`src/rtl/prod_mean_sat.sv`:
```
`default_nettype none
// ============================================================================
// Module      : prod_mean_sat
// Description : Windowed rounded-mean unit for the signed product stream of
//               the subtract/multiply stage. It accumulates 2**LOG2_N valid
//               samples, divides by the window length with
//               round-half-toward-+inf, saturates to OUT_W bits, and emits
//               the result with a one-cycle valid pulse and a clamp flag.
// Revision    : 1.0 - initial release
// ----------------------------------------------------------------------------
// Ports
//   clk         in   1      system clock, rising edge
//   n_rst       in   1      synchronous active-low reset
//   en          in   1      din valid this cycle
//   clr         in   1      synchronous window abort (dout/ovf hold)
//   din         in   IN_W   signed sample
//   dout        out  OUT_W  signed saturated mean, held until next result
//   dout_valid  out  1      one-cycle pulse: dout updated this cycle
//   ovf         out  1      dout was clamped (updated with dout_valid)
//   busy        out  1      a partial window is held
// ============================================================================
module prod_mean_sat #(
    parameter int IN_W   = 15,
    parameter int OUT_W  = 8,
    parameter int LOG2_N = 3
) (
    input  logic                    clk,
    input  logic                    n_rst,
    input  logic                    en,
    input  logic                    clr,
    input  logic signed [IN_W-1:0]  din,
    output logic signed [OUT_W-1:0] dout,
    output logic                    dout_valid,
    output logic                    ovf,
    output logic                    busy
);

    // Sum of N samples of IN_W bits needs at most IN_W+LOG2_N bits.
    localparam int ACC_W = IN_W + LOG2_N;

    localparam logic [0:0] c_st_idle = 1'b0;
    localparam logic [0:0] c_st_acc  = 1'b1;

    // Sample count at which the incoming sample completes the window.
    localparam logic [LOG2_N-1:0] c_cnt_last = '1;
    localparam logic [LOG2_N-1:0] c_cnt_one  = LOG2_N'(1);

    // Rounding offset and saturation bounds in the mean's working width.
    localparam logic signed [ACC_W:0] c_half    = (ACC_W+1)'(1) << (LOG2_N - 1);
    localparam logic signed [ACC_W:0] c_max     = (ACC_W+1)'((2**(OUT_W-1)) - 1);
    localparam logic signed [ACC_W:0] c_min     = (ACC_W+1)'(-(2**(OUT_W-1)));
    localparam logic signed [OUT_W-1:0] c_out_max = {1'b0, {(OUT_W-1){1'b1}}};
    localparam logic signed [OUT_W-1:0] c_out_min = {1'b1, {(OUT_W-1){1'b0}}};

    // ------------------------------------------------------------------
    // State and datapath registers
    // ------------------------------------------------------------------
    logic [0:0]              r_state_q,      w_state_d;
    logic signed [ACC_W-1:0] r_acc_q,        w_acc_d;
    logic [LOG2_N-1:0]       r_cnt_q,        w_cnt_d;
    logic signed [OUT_W-1:0] r_dout_q,       w_dout_d;
    logic                    r_dout_valid_q, w_dout_valid_d;
    logic                    r_ovf_q,        w_ovf_d;

    // ------------------------------------------------------------------
    // Arithmetic on the sample that would close the window
    // ------------------------------------------------------------------
    logic signed [ACC_W-1:0] w_din_ext;
    logic signed [ACC_W-1:0] w_sum;
    logic signed [ACC_W:0]   w_rnd;
    logic signed [ACC_W:0]   w_mean;
    logic signed [OUT_W-1:0] w_sat_dout;
    logic                    w_sat_ovf;

    always_comb begin
        w_din_ext = {{LOG2_N{din[IN_W-1]}}, din};
        w_sum     = r_acc_q + w_din_ext;
        // One extra bit so adding the rounding offset cannot wrap.
        w_rnd     = {w_sum[ACC_W-1], w_sum} + c_half;
        // Arithmetic shift floors, so +half then floor rounds half up.
        w_mean    = w_rnd >>> LOG2_N;

        w_sat_dout = w_mean[OUT_W-1:0];
        w_sat_ovf  = 1'b0;
        if (w_mean > c_max) begin
            w_sat_dout = c_out_max;
            w_sat_ovf  = 1'b1;
        end else if (w_mean < c_min) begin
            w_sat_dout = c_out_min;
            w_sat_ovf  = 1'b1;
        end
    end

    // ------------------------------------------------------------------
    // State register
    // ------------------------------------------------------------------
    always_ff @(posedge clk) begin
        if (!n_rst) begin
            r_state_q      <= c_st_idle;
            r_acc_q        <= '0;
            r_cnt_q        <= '0;
            r_dout_q       <= '0;
            r_dout_valid_q <= 1'b0;
            r_ovf_q        <= 1'b0;
        end else begin
            r_state_q      <= w_state_d;
            r_acc_q        <= w_acc_d;
            r_cnt_q        <= w_cnt_d;
            r_dout_q       <= w_dout_d;
            r_dout_valid_q <= w_dout_valid_d;
            r_ovf_q        <= w_ovf_d;
        end
    end

    // ------------------------------------------------------------------
    // Next-state and datapath update
    // ------------------------------------------------------------------
    always_comb begin
        w_state_d      = r_state_q;
        w_acc_d        = r_acc_q;
        w_cnt_d        = r_cnt_q;
        w_dout_d       = r_dout_q;
        w_ovf_d        = r_ovf_q;
        w_dout_valid_d = 1'b0;

        if (clr) begin
            // Abort drops the partial window; a sample offered now is lost.
            w_state_d = c_st_idle;
            w_acc_d   = '0;
            w_cnt_d   = '0;
        end else if (en) begin
            case (r_state_q)
                c_st_idle: begin
                    w_acc_d   = w_din_ext;
                    w_cnt_d   = c_cnt_one;
                    w_state_d = c_st_acc;
                end
                c_st_acc: begin
                    if (r_cnt_q == c_cnt_last) begin
                        // Final sample: publish the mean and start afresh so
                        // the next sample opens a new window without a gap.
                        w_acc_d        = '0;
                        w_cnt_d        = '0;
                        w_state_d      = c_st_idle;
                        w_dout_d       = w_sat_dout;
                        w_ovf_d        = w_sat_ovf;
                        w_dout_valid_d = 1'b1;
                    end else begin
                        w_acc_d = w_sum;
                        w_cnt_d = r_cnt_q + c_cnt_one;
                    end
                end
                default: begin
                    w_state_d = c_st_idle;
                    w_acc_d   = '0;
                    w_cnt_d   = '0;
                end
            endcase
        end
    end

    // ------------------------------------------------------------------
    // Outputs
    // ------------------------------------------------------------------
    always_comb begin
        dout       = r_dout_q;
        dout_valid = r_dout_valid_q;
        ovf        = r_ovf_q;
        busy       = (r_state_q == c_st_acc);
    end

endmodule
`default_nettype wire

```
`config.mk`:
```
export PLATFORM = sky130hd
export DESIGN_NAME = prod_mean_sat
export DESIGN_NICKNAME = d
export VERILOG_FILES = /design/src/rtl/prod_mean_sat.sv
export SDC_FILE = /design/constraint.sdc
export NUM_CORES = 1
export LEC_CHECK = 0
export BUFFER_PORTS_ARGS = -buffer_cell sky130_fd_sc_hd__buf_2
export CAP_MARGIN = 10
export CORE_ASPECT_RATIO = 0.5
export CORE_MARGIN = 2
export CORE_UTILIZATION = 25
export DETAILED_ROUTE_END_ITERATION = 8
export HOLD_SLACK_MARGIN = 0.12
export PLACE_DENSITY = 0.52
export SKIP_LAST_GASP = 1
export SYNTH_ARGS = -nofsm -noshare
export SYNTH_HDL_FRONTEND = slang
export SYNTH_SLANG_ARGS = --single-unit
```
`constraint.sdc`:
```
create_clock -name clk -period 4.7 [get_ports clk]
set_input_delay 0 -clock clk [delete_from_list [all_inputs] [get_ports clk]]
set_output_delay 0 -clock clk [all_outputs]
set_load 0.05 [all_outputs]
```
==> run_results.csv, run 1 <==
group,metric,value,unit
routing,wl_per_cell,14.8,um
sta,finalCritPeriodShare,0.829,
yosys,synth.distinct_cells,80,
sta,tightest_slew,1.01,ns
place,gp_congestion,0.775,
yosys,yosys.area.top_type,"dfxtp_1",
yosys,synth_edf_count,0,
power,p_int,0.000643,W
worst_setup_path,cp.arrival,4.02,ns
yosys,ys_warn_count,0,
global_routing,antenna_found_initial,1,
place,hpwl,6510,um
cts,clkSinkCount,32,
worst_setup_path,required,4.83,ns
finish,n_fill_cell,1408,
min_path,hold_path_class,"in -> reg",
cts,clockRootBuffer,"clkbuf_16",
sta,setup_viol,0,
die,die_x,167,um
finish,nets,453,
run_status,status,"completed",
sta,fin_worst_skew,0.00407,ns
power,p_per_area,270,nW/um^2
worst_setup_path,ff2ff_path_depth,11,
yosys,ys.flop_type,"dfxtp_1",
finish,drive_gt1_frac,0.181,
cts,path_clk_slew,0.06,ns
routing,ant_nets,0,
global_routing,grt_pass1_vias,2833,
power,pwr-share-comb,0.322,
die,start_util,0.259,
yosys,yosysMostFrequentCell,"a21oi_1",
die,die_area,14200,um^2
yosys,synth_common_cells,"37 x a21oi_1, 32 x dfxtp_1, 31 x nand2_1, 28 x nor2_1",
routing,vias,3017,
yosys,syn_avg_cell_area,8.26,um^2
yosys,async_reset_ff_frac,0,
place,numPortBuffers,29,
worst_setup_path,cp_max_fo,9,
yosys,syn_inst,400,
sta,period_minus_slack,3.90,ns
finish,diodes,0,
yosys,synth_area,3310,um^2
cts,cts_tree,"done",
die,core,12800,um^2
routing,dr.first_iter.drc_count,112,
yosys,ys_ff_latch,32,
power,peakVddDrop,0.118,mV
yosys,netlist.area_leader.share,0.194,
routing,drc,0,
worst_setup_path,start_kind,"register",
global_routing,grt_pass1_wl,14600,um
finish,syn2layout_area_growth,11.1,%
routing,viasPerCell,5.17,
die,ioPinCount,30,
power,power.leakage,1.40,nW
yosys,ys_seq_area_frac,0.194,
cts,h-tree-depth,2,
run,max_cap_violations,0,
power,power.switching,0.000347,W
worst_setup_path,end_kind,"register",
sta,rsz0062_at_grt,"false",
power,p_sw_frac,0.351,
cts,worstSkewPairLatency,0.29,ns
sta,slew_headroom,0.326,
sta,worst_slack,0.804,ns
yosys,mappedNetlistNets,440,
global_routing,gr-usage-all-layers,0.125,
sta,drv_slew,0,
global_routing,grt_overflow,0,
power,pwr-share-seq,0.289,
power,power_frac_clock,0.388,
yosys,yosys-top-cells-area,"dfxtp_1 19%, ha_1 7.6%, a21oi_1 5.6%, nand2_1 3.5%, a211oi_1 3.4%",
worst_setup_path,critical_path_class,"reg -> reg",
routing,dr.pass1.iters,4,
place,place_ws,0.839,ns
cts,cts_buffers,5,
cts,cts.path.max_buffers,2,
sta,fmax,257,MHz
global_routing,grt_max_degree,44,
sta,final-hold-violation-count,0,
min_path,whs_path_depth,5,
die,die_h,85.3,um
sta,finalSetupTns,0,ns
die,rows,29,
routing,drt-total-wl,8660,um
registers in the layout, summed over array words and instances (netlist names):
signal	count
r_acc_q	18
dout	8
r_cnt_q	3
busy	1
dout_valid	1
ovf	1
cell usage in the layout (no fill, tap or decap), types with 3 or more instances in the layout:
cell and n:
a211oi_1 15, a21o_1 6, a21oi_1 37, a31oi_1 3, a41oi_1 8, and2_1 4
buf_2 29, clkbuf_16 5, dfxtp_1 32, ha_1 20, inv_1 7, nand2_1 31
nand2b_1 6, nand3_1 20, nor2_1 28, nor2b_1 15, nor3_1 8, o211ai_1 5
o211ai_2 4, o21a_1 8, o21ai_0 15, o21ai_2 4, o31ai_1 13, or4_1 3
xnor2_1 12, xor2_1 8
power groups by stage:
stage	clock network [W]	registers, W	logic, W
after floorplan	0	0.000290	0.000261
after global placement	0	0.000293	0.000316
after detailed placement	0	0.000293	0.000317
after CTS	0.000393	0.000287	0.000320
after global routing	0.000408	0.000288	0.000356
final	0.000385	0.000287	0.000319
cells by family after synthesis:
| kind of cell | count (synthesis) | synth area share |
|---|---|---|
| XOR/XNOR | 21 | 0.0579 |
| multiplexers | 3 | 0.00984 |
| flip-flops | 32 | 0.194 |
| AO/OA/AOI/OAI | 147 | 0.347 |
| AND/OR/NAND/NOR | 144 | 0.247 |
| buffers and inverters | 32 | 0.0621 |
| adder cells (fa/ha/maj) | 21 | 0.0818 |
timing repair:
| item | CTS | global route |
|---|---|---|
| resized for setup | 0 | 0 |
| hold buffers | 1 | 0 |
| buffers inserted | 0 | 0 |
| hold endpoints to repair | 3 | 0 |
cell type report:
class                   instances  area, um^2  share of cell area
multi-input cells             336        2460               0.671
repair buffers                 31         163              0.0443
flip-flops and latches         32         641               0.174
inverters                       7        26.3             0.00716
clock buffers                   5         125              0.0341
well taps                     170         213              0.0579
clock inverters                 3        42.5              0.0116
metrics by stage:
step,cells,area (um^2),utilization,power [W],hold slack [ns]
2_1_floorplan,400,3310,-,0.000551,0.208
3_3_place_gp,575,3490,0.274,0.000608,0.374
3_5_place_dp,575,3490,0.274,0.000610,0.365
4_1_cts,584,3670,0.288,0.000999,0.168
5_1_grt,584,3670,0.288,0.00105,0.194
6_report,584,3670,0.288,0.000990,0.164
path summary, 6_finish.rpt:
| check | start | end | slack [ns] |
|---|---|---|---|
| setup / recovery | r_acc_q[0] | dout[6] | 0.80 |
| hold / removal | din[13] | r_acc_q[13] | 0.16 |
| setup reg to reg | r_acc_q[0] | dout[6] | 0.80 |
| hold reg to reg | r_cnt_q[2] | r_cnt_q[2] | 0.48 |
worst max-delay path, stage by stage, from the launching register on:
cell and delay (ns):
dfxtp_1 0.32, ha_1 0.24, fa_1 0.48, a21o_1 0.25, a221o_2 0.42, a2111oi_4 0.35
nor4_2 0.10, nor4_4 0.47, and4bb_1 0.29, mux2_1 0.37, o21ai_2 0.29, a41oi_1 0.17
layer usage:
| layer | up-vias | wire, um | global-route usage |
|---|---|---|---|
| met5 | - | 7 | 0 |
| met4 | 2 | 62 | 0.0290 |
| met3 | 10 | 249 | 0.0233 |
| met2 | 41 | 3680 | 0.195 |
| met1 | 1413 | 4650 | 0.178 |
| li1 | 1551 | - | - |
(Power assumes the default switching activity.)
==> run 2, diff against run 1 <==
- clock period: 4.7 -> 3.7 ns (I/O delays scaled with it)
==> run_results.csv, run 2 (synthesis results as in run 1) <==
group,metric,value,unit
run_status,status,"completed",
sta,setup_viol,0,
die,die_area,14200,um^2
routing,wl_per_cell,15.2,um
finish,final_cell_mix,"37 x a21oi_1, 32 x dfxtp_1, 31 x nand2_1",
cts,clkSinkCount,32,
global_routing,grt_pass1_vias,2833,
sta,fin_worst_skew,0.00331,ns
cts,worstSkewPairLatency,0.29,ns
routing,ant_nets,0,
finish,n_fill_cell,1398,
die,core,12800,um^2
finish,diodes,0,
cts,h-tree-depth,2,
worst_setup_path,start_kind,"register",
worst_setup_path,end_kind,"register",
worst_setup_path,critical_path_class,"reg -> reg",
power,peakVddDrop,0.153,mV
power,p_per_area,339,nW/um^2
run,max_cap_violations,0,
global_routing,antenna_found_initial,1,
global_routing,grt_max_degree,39,
sta,fmax,287,MHz
routing,vias,3027,
cts,path_clk_slew,0.06,ns
routing,routed.top_layer,"met5",
finish,final_common_cell,"a21oi_1",
die,start_util,0.259,
die,die_h,85.3,um
place,hpwl,6670,um
finish,seq_area,641,um^2
sta,finalSetupTns,0,ns
finish,syn2layout_area_growth,14.3,%
finish,drive_gt1_frac,0.206,
sta,period_minus_slack,3.48,ns
die,die_x,167,um
place,gp_congestion,0.805,
routing,drc,0,
finish,nets,462,
routing,dr.pass1.iters,4,
place,numPortBuffers,29,
routing,viasPerCell,5.10,
global_routing,gr-usage-all-layers,0.128,
worst_setup_path,cp_max_fo,8,
cts,cts_setup_buffers,0,
worst_setup_path,cp.arrival,3.65,ns
global_routing,grt_overflow,0,
finish,multi_input_area,2500,um^2
min_path,hold_path_class,"in -> reg",
cts,cts_tree,"done",
sta,tightest_slew,1.02,ns
die,rows,29,
finish,regMostFlops,"r_acc_q",
routing,dr_wl_met3,314,um
finish,largest_reg_flops,18,
routing,wl_met1,4700,um
cts,cts.path.max_buffers,2,
worst_setup_path,required,3.87,ns
sta,rsz0062_at_grt,"false",
finish,finish.utilization,0.296,
global_routing,grt_pass1_wl,14900,um
routing,drt-total-wl,8990,um
sta,slew_headroom,0.318,
sta,final-hold-violation-count,0,
cts,clockRootBuffer,"clkbuf_16",
routing,wl_met2,3870,um
sta,drv_slew,0,
power,power.leakage,1.45,nW
routing,dr.first_iter.drc_count,159,
sta,finalCritPeriodShare,0.940,
cts,cts_buffers,5,
sta,hold_ws,0.147,ns
die,ioPinCount,30,
==> run 2: final timing paths <==
| path | from | endpoint | slack (ns) | depth (start not counted) |
|---|---|---|---|---|
| worst max-delay path | r_acc_q[0] | ovf | 0.22 | 12 |
| worst min-delay path | din[13] | r_acc_q[13] | 0.15 | 5 |
| worst max register to register | r_acc_q[0] | ovf | 0.22 | 12 |
| worst min register to register | r_cnt_q[1] | r_cnt_q[1] | 0.48 | 2 |
==> run 2: repair_timing <==
item | in CTS | in global routing
endpoints found under the hold margin | 6 | 0
gates resized for setup | 0 | 8
endpoints found under the setup margin | 0 | 8
hold buffers | 2 | 0
==> run 2: final cells by class <==
cell class,instances,share of cell area
Sequential cell,32,0.170
Clock inverter,3,0.0113
Multi-Input combinational cell,336,0.661
Clock buffer,5,0.0331
Timing Repair Buffer,40,0.0616
Inverter,7,0.00696
Tap cell,170,0.0563
==> run 2: per-layer routing <==
metal  vias up  track usage
met2        48        0.200
met4         2       0.0235
li1       1566            -
met5         -            0
met3        12       0.0238
met1      1399        0.183
==> run 2: metrics by stage <==
stage	power, W	worst slack (ns)	cell area (um^2)	instances
2_1_floorplan	0.000700	0.233	3310	400
3_3_place_gp	0.000785	0.182	3550	583
6_report	0.00128	0.221	3780	593
3_5_place_dp	0.000786	0.106	3550	583
5_1_grt	0.00135	0.0444	3780	593
4_1_cts	0.00128	0.0797	3740	593
==> run 2: worst max-delay path: stages, from the launching register on <==
cell	delay, ns
dfxtp_1	0.31
ha_1	0.23
fa_2	0.37
buf_4	0.16
and3_1	0.18
or3_1	0.37
and4b_1	0.23
and4_2	0.23
or4_1	0.48
or4_4	0.44
o211ai_4	0.15
nand2b_1	0.15
a31oi_1	0.07
==> run 2: where the power goes <==
part	internal, W	total [W]	switching (W)
registers	0.000355	0.000361	0.00000645
logic	0.000158	0.000430	0.000272
clock network	0.000316	0.000489	0.000172
total	0.000829	0.00128	0.000451
